### config.mk
export PLATFORM = sky130hd
export DESIGN_NAME = regfile_read_pipe
export DESIGN_NICKNAME = d
export VERILOG_FILES = /design/src/rtl/rf_pkg.sv /design/src/rtl/ram2r1w.sv /design/src/rtl/rf_fwd_port.sv /design/src/rtl/regfile_read_pipe.sv
export SDC_FILE = /design/constraint.sdc
export NUM_CORES = 2
export LEC_CHECK = 0
export BUFFER_PORTS_ARGS = -buffer_cell sky130_fd_sc_hd__buf_2
export CORE_UTILIZATION = 36
export CTS_BUF_LIST = sky130_fd_sc_hd__clkbuf_4
export DETAILED_ROUTE_END_ITERATION = 8
export GPL_TIMING_DRIVEN = 0
export MAX_ROUTING_LAYER = met4
export PLACE_DENSITY = 0.52
export SYNTH_ARGS = -nofsm -noshare
export SYNTH_HDL_FRONTEND = slang
export SYNTH_HIERARCHICAL = 1
export SYNTH_SLANG_ARGS = --single-unit
### constraint.sdc
create_clock -name clk -period 15.8 [get_ports clk]
set_input_delay 0 -clock clk [delete_from_list [all_inputs] [get_ports clk]]
set_output_delay 0 -clock clk [all_outputs]
set_load 0.05 [all_outputs]
### src/rtl/rf_pkg.sv
// rtl/rf_pkg.sv - shared register-file defaults and read-request type
package rf_pkg;

  localparam int RF_WIDTH     = 64;
  localparam int RF_LG_DEPTH  = 5;
  localparam int RF_TAG_WIDTH = 8;

  // Read request as produced by issue/rename and consumed by the read pipe.
  typedef struct packed {
    logic [RF_LG_DEPTH-1:0]  raddr0;
    logic [RF_LG_DEPTH-1:0]  raddr1;
    logic [RF_TAG_WIDTH-1:0] tag;
  } rf_req_t;

endpackage

### src/rtl/ram2r1w.sv
// rtl/ram2r1w.sv - two-read one-write register RAM with registered reads
module ram2r1w #(
  parameter int WIDTH    = 64,
  parameter int LG_DEPTH = 5
) (
  input  logic                clk,
  input  logic                wr_en,
  input  logic [LG_DEPTH-1:0] wr_addr,
  input  logic [WIDTH-1:0]    wr_data,
  input  logic [LG_DEPTH-1:0] rd_addr0,
  input  logic [LG_DEPTH-1:0] rd_addr1,
  output logic [WIDTH-1:0]    rd_data0,
  output logic [WIDTH-1:0]    rd_data1
);

  logic [WIDTH-1:0] mem [0:(1<<LG_DEPTH)-1];

  // Storage is not reset; a same-cycle read of a written address sees the old value.
  always_ff @(posedge clk) begin
    if (wr_en) mem[wr_addr] <= wr_data;
    rd_data0 <= mem[rd_addr0];
    rd_data1 <= mem[rd_addr1];
  end

endmodule

### src/rtl/rf_fwd_port.sv
// rtl/rf_fwd_port.sv - per-operand write forwarding, zero-register masking and output register
module rf_fwd_port
  import rf_pkg::*;
#(
  parameter int WIDTH    = RF_WIDTH,
  parameter int LG_DEPTH = RF_LG_DEPTH,
  parameter int ZERO_REG = 1
) (
  input  logic                clk,
  input  logic                reset,
  input  logic [LG_DEPTH-1:0] rd_addr,
  input  logic                wr_eff,
  input  logic [LG_DEPTH-1:0] wr_addr,
  input  logic [WIDTH-1:0]    wr_data,
  input  logic [WIDTH-1:0]    ram_data,
  input  logic [LG_DEPTH-1:0] s1_addr,
  input  logic                s1_adv,
  input  logic                s2_hold,
  output logic [WIDTH-1:0]    out_rdata
);

  logic                fwd_valid;
  logic [WIDTH-1:0]    fwd_data;
  logic [LG_DEPTH-1:0] s2_addr;
  logic                s1_zero;
  logic [WIDTH-1:0]    s1_data;
  logic [WIDTH-1:0]    s1_load;

  // The RAM returns pre-write data, so a write colliding with the read address is
  // captured here and substituted one cycle later.
  assign s1_zero = (ZERO_REG != 0) && (s1_addr == '0);
  assign s1_data = s1_zero ? '0 : (fwd_valid ? fwd_data : ram_data);
  assign s1_load = s1_zero ? '0 :
                   ((wr_eff && (wr_addr == s1_addr)) ? wr_data : s1_data);

  // Capture a write that hits the address being read this cycle.
  always_ff @(posedge clk) begin
    if (reset) begin
      fwd_valid <= 1'b0;
      fwd_data  <= '0;
    end else begin
      fwd_valid <= wr_eff && (wr_addr == rd_addr);
      fwd_data  <= wr_data;
    end
  end

  // Output operand: load from S1, or track writes to its address while stalled.
  always_ff @(posedge clk) begin
    if (reset) begin
      out_rdata <= '0;
      s2_addr   <= '0;
    end else if (s1_adv) begin
      out_rdata <= s1_load;
      s2_addr   <= s1_addr;
    end else if (s2_hold && wr_eff && (wr_addr == s2_addr)) begin
      out_rdata <= wr_data;
    end
  end

endmodule

### src/rtl/regfile_read_pipe.sv
// rtl/regfile_read_pipe.sv - two-stage valid/ready register-file read pipeline with forwarding
module regfile_read_pipe
  import rf_pkg::*;
#(
  parameter int WIDTH     = RF_WIDTH,
  parameter int LG_DEPTH  = RF_LG_DEPTH,
  parameter int TAG_WIDTH = RF_TAG_WIDTH,
  parameter int ZERO_REG  = 1
) (
  input  logic                 clk,
  input  logic                 reset,
  input  logic                 flush,
  input  logic                 in_valid,
  output logic                 in_ready,
  input  logic [LG_DEPTH-1:0]  in_raddr0,
  input  logic [LG_DEPTH-1:0]  in_raddr1,
  input  logic [TAG_WIDTH-1:0] in_tag,
  input  logic                 wr_en,
  input  logic [LG_DEPTH-1:0]  wr_addr,
  input  logic [WIDTH-1:0]     wr_data,
  output logic                 out_valid,
  input  logic                 out_ready,
  output logic [WIDTH-1:0]     out_rdata0,
  output logic [WIDTH-1:0]     out_rdata1,
  output logic [TAG_WIDTH-1:0] out_tag
);

  logic                 s1_valid;
  logic [LG_DEPTH-1:0]  s1_addr0;
  logic [LG_DEPTH-1:0]  s1_addr1;
  logic [TAG_WIDTH-1:0] s1_tag;

  logic                 s2_en;
  logic                 s1_adv;
  logic                 s1_hold;
  logic                 s2_hold;
  logic                 accept;
  logic                 wr_eff;
  logic [LG_DEPTH-1:0]  ra0;
  logic [LG_DEPTH-1:0]  ra1;
  logic [WIDTH-1:0]     ram_d0;
  logic [WIDTH-1:0]     ram_d1;

  assign s2_en    = !out_valid || out_ready;
  assign s1_adv   = s1_valid && s2_en;
  assign s1_hold  = s1_valid && !s2_en;
  assign s2_hold  = out_valid && !out_ready;
  assign in_ready = !reset && !flush && (!s1_valid || s2_en);
  assign accept   = in_valid && in_ready;

  // Writes to the hard-wired zero register never reach the RAM or any forward compare.
  assign wr_eff = wr_en && !reset && !((ZERO_REG != 0) && (wr_addr == '0));

  // A stalled S1 keeps re-reading its own address so the RAM data stays current.
  assign ra0 = s1_hold ? s1_addr0 : in_raddr0;
  assign ra1 = s1_hold ? s1_addr1 : in_raddr1;

  ram2r1w #(
    .WIDTH   (WIDTH),
    .LG_DEPTH(LG_DEPTH)
  ) u_ram (
    .clk     (clk),
    .wr_en   (wr_eff),
    .wr_addr (wr_addr),
    .wr_data (wr_data),
    .rd_addr0(ra0),
    .rd_addr1(ra1),
    .rd_data0(ram_d0),
    .rd_data1(ram_d1)
  );

  rf_fwd_port #(
    .WIDTH   (WIDTH),
    .LG_DEPTH(LG_DEPTH),
    .ZERO_REG(ZERO_REG)
  ) u_port0 (
    .clk      (clk),
    .reset    (reset),
    .rd_addr  (ra0),
    .wr_eff   (wr_eff),
    .wr_addr  (wr_addr),
    .wr_data  (wr_data),
    .ram_data (ram_d0),
    .s1_addr  (s1_addr0),
    .s1_adv   (s1_adv),
    .s2_hold  (s2_hold),
    .out_rdata(out_rdata0)
  );

  rf_fwd_port #(
    .WIDTH   (WIDTH),
    .LG_DEPTH(LG_DEPTH),
    .ZERO_REG(ZERO_REG)
  ) u_port1 (
    .clk      (clk),
    .reset    (reset),
    .rd_addr  (ra1),
    .wr_eff   (wr_eff),
    .wr_addr  (wr_addr),
    .wr_data  (wr_data),
    .ram_data (ram_d1),
    .s1_addr  (s1_addr1),
    .s1_adv   (s1_adv),
    .s2_hold  (s2_hold),
    .out_rdata(out_rdata1)
  );

  // S1 request register: filled on accept, emptied on advance, dropped on flush/reset.
  always_ff @(posedge clk) begin
    if (reset) begin
      s1_valid <= 1'b0;
      s1_addr0 <= '0;
      s1_addr1 <= '0;
      s1_tag   <= '0;
    end else if (flush) begin
      s1_valid <= 1'b0;
    end else if (accept) begin
      s1_valid <= 1'b1;
      s1_addr0 <= in_raddr0;
      s1_addr1 <= in_raddr1;
      s1_tag   <= in_tag;
    end else if (s1_adv) begin
      s1_valid <= 1'b0;
    end
  end

  // S2 control and tag: drain and refill in the same cycle without a bubble.
  always_ff @(posedge clk) begin
    if (reset) begin
      out_valid <= 1'b0;
      out_tag   <= '0;
    end else if (flush) begin
      out_valid <= 1'b0;
    end else if (s2_en) begin
      out_valid <= s1_valid;
      if (s1_adv) out_tag <= s1_tag;
    end
  end

endmodule
==> metrics.csv <==
stage;metric;value;unit
cells_and_area;nets;7572;
yosys;seq_area_frac_synth;62.4;%
yosys;synth_most_common_cell;edfxtp_1;
yosys;synth-xor-area-share;0.234;%
yosys;synth-compound-area-share;5.64;%
power_and_ir_drop;peakVddDrop;0.0741;mV
detailed_routing;drt_iter0_markers;13500;
die;die_x;560;µm
die;pin_count;231;
yosys;synth.ff_latch_count;2472;
clocking;clk_pin_slew;0.07;ns
placement;portBuffers;230;
worst_setup_path;start_kind;flop;
clocking;tritoncts;yes;
yosys;synth_top_family_by_area;multiplexers;
die;initial_core_util;36.2;%
power_and_ir_drop;finalPower;14900;µW
yosys;synth_top_area_share;54.9;%
status;status;complete, but fails checks;
global_routing;overflow;0;
clocking;clkSinkCount;2472;
global_routing;grt_pass1_wl;726000;µm
yosys;postSynth.asyncResetShare;0;%
yosys;synthesis.area;112000;µm²
timing;drv_slew;145;
clocking;clockRootBuffer;clkbuf_4;
global_routing;antenna_found_initial;90;
power_and_ir_drop;power_density;110;nW/µm²
yosys;postSynthCellCount;6028;
detailed_routing;drcViolationCount;0;
timing;fmax;154;MHz
yosys;synth_ff_type;edfxtp_1;
global_routing;grt_pass1_vias;77700;
die;rows;204;
detailed_routing;detail-route-antenna-nets;0;
clocking;cts_resized;0;
timing;setup_viol_count_final;0;
detailed_routing;wire_per_inst;45.9;µm
placement;place_inst;10500;
power_and_ir_drop;leakagePower;0.0454;µW
clocking;h-tree-depth;6;
yosys;synth_edf_count;2048;
worst_setup_path;crit_fanout;10;
timing;worst_pin_slew;1.69;ns
timing;relSlewSlack;-12.7;%
timing;min_period_over_period;41.1;%
yosys;yosys-top-cells-area;edfxtp_1 (55%), mux4_2 (21%), dfxtp_1 (7.6%);
die;die_y;560;µm
worst_setup_path;cp_data_required_time;17.00;ns
worst_hold_path;hp-class;in -> reg;
detailed_routing;vias;81600;
yosys;synth_adder_area_share;0;%
yosys;synthSimpleGateAreaFrac;2.69;%
yosys;syn_area_per_cell;18.6;µm²
placement;place_congestion;0.934;
clocking;cts_setup_buffers;0;
run;cap_violations;14;
yosys;synth.distinct_cells;58;
worst_setup_path;cp-end-kind;flop;
yosys;syn_nets;6121;
timing;fin_worst_skew;0.155;ns
status;violations;max-capacitance violations, max-slew violations;
worst_setup_path;criticalPathCategory;reg -> reg;
detailed_routing;dr.pass1.iters;8;
cells_and_area;synthToLayoutAreaGrowth;21.0;%
yosys;synth_commonest_cells;edfxtp_1 (2048), mux4_2 (1039), dfxtp_1 (424);
timing;rsz0062_at_grt;false;
detailed_routing;wl;561000;µm
cells_and_area;finalNonFillerCells;12200;
yosys;synthMuxAreaShare;26.3;%
die;die_area;314000;µm²
timing;tns;0;ns
cells_and_area;fillers;27500;
worst_setup_path;cp.arrival;7.69;ns
clocking;cts_inserted_buffers;663;
cells_and_area;drive_gt1_share;40.8;%
placement;dp.final_hpwl;379000;µm
timing;hold_viol;0;
global_routing;grt_start_max_net_pins;39;
detailed_routing;viasPerCell;6.67;
clocking;clockBufferDepth;4;
cells_and_area;seqCellArea;70000;µm²
global_routing;grtUsageTotal;36.1;%
clocking;clk_latency;1.68;ns
timing;min_period;6.49;ns
yosys;synth_area_leader_cell;edfxtp_1;
cells_and_area;multiInputGateArea;39400;µm²
die;core_area;309000;µm²
yosys;ys_warn_count;6;
[placed cells by master (no fill, tap or decap), drive strengths merged, types with 8 or more instances in the layout]
cell	n
o31ai	128
clkinv	154
a311oi	128
clkbuf	1114
nor2	60
nand4	134
dfxtp	424
a221oi	93
xnor2	28
a211oi	134
mux2	194
buf	881
a32o	38
o22ai	38
mux4	1039
diode	119
nor2b	157
a22o	33
inv	51
o21a	24
nand2	119
edfxtp	2048
dlygate4sd3	326
a22oi	18
nand2b	21
mux2i	388
and2	8
o211ai	128
[critical path, cell delays in order (launching register included)]
cell and delay [ns]:
dfxtp_1 0.38, and3b_1 0.23, clkbuf_1 0.56, nand2_1 0.11, nand2_1 0.30, buf_4 0.48
buf_4 0.37, buf_4 0.47, and2_0 1.08, clkbuf_1 1.21, a221oi_1 0.70
[area by class of cell]
cell class | instances | area share, %
antenna | 119 | 0.220
buffer | 560 | 2.27
clock buffer | 975 | 5.40
clock inverter | 203 | 0.876
inverter | 12 | 0.0332
multi-input combinational | 2984 | 29.0
sequential | 2472 | 51.6
tap | 4120 | 3.80
timing repair buffer | 786 | 6.75
[stage by stage]
step | hold WS [ns] | utilization (%) | area (µm²) | setup WS (ns)
2_1_floorplan | 0.0989 | - | 112000 | 10.73
4_1_cts | 0.00126 | 43.7 | 135000 | 9.76
6_report | 0.0591 | 43.8 | 136000 | 9.31
3_3_place_gp | 0.245 | 38.3 | 118000 | 2.94
3_5_place_dp | 0.252 | 39.5 | 122000 | 9.82
5_1_grt | 0.0668 | 43.8 | 136000 | 9.71
[final timing paths]
check,start,slack [ns],cells after the start,endpoint
max,out_valid,9.31,10,u_ram/rd_data0[60]
min,wr_data[6],0.06,5,u_port1/fwd_data[6]
min reg2reg,s1_tag[2],0.45,2,out_tag[2]
max reg2reg,out_valid,9.31,10,u_ram/rd_data0[60]
[sequential cells by signal, indices dropped and copies added (netlist names), 64 cells and up]
register / count
u_port0/out_rdata: 64
u_ram/mem: 2048
u_port0/fwd_data: 64
u_ram/rd_data1: 64
u_port1/out_rdata: 64
u_ram/rd_data0: 64
u_port1/fwd_data: 64
[layer usage]
layer | vias to the layer above | share of wire (%) | global-route usage, %
met5 | - | 0 | -
met4 | 0 | 7.1 | 22.8
met3 | 1704 | 15 | 14.4
met2 | 7517 | 43 | 50.5
met1 | 43000 | 35 | 43.4
li1 | 29500 | - | -
[kinds of logic after synthesis]
kind of cell,count (synthesis)
XOR/XNOR,30
AO/OA/AOI/OAI,792
buffers and inverters,572
AND/OR/NAND/NOR,541
flip-flops,2472
multiplexers,1621
[report_power, final]
part	total (µW)	internal [µW]	leakage, µW	switching, µW
logic	1790	610	0.0184	1180
clock network	5890	2920	0.00505	2970
registers	7220	7160	0.0219	59.1
total	14900	10700	0.0454	4210
[repair_timing]
action                                 4_1_cts  5_1_grt
endpoints found under the hold margin     4352        0
hold buffers                               391        0
setup endpoints to repair                    0        0
(Power assumes the default switching activity.)
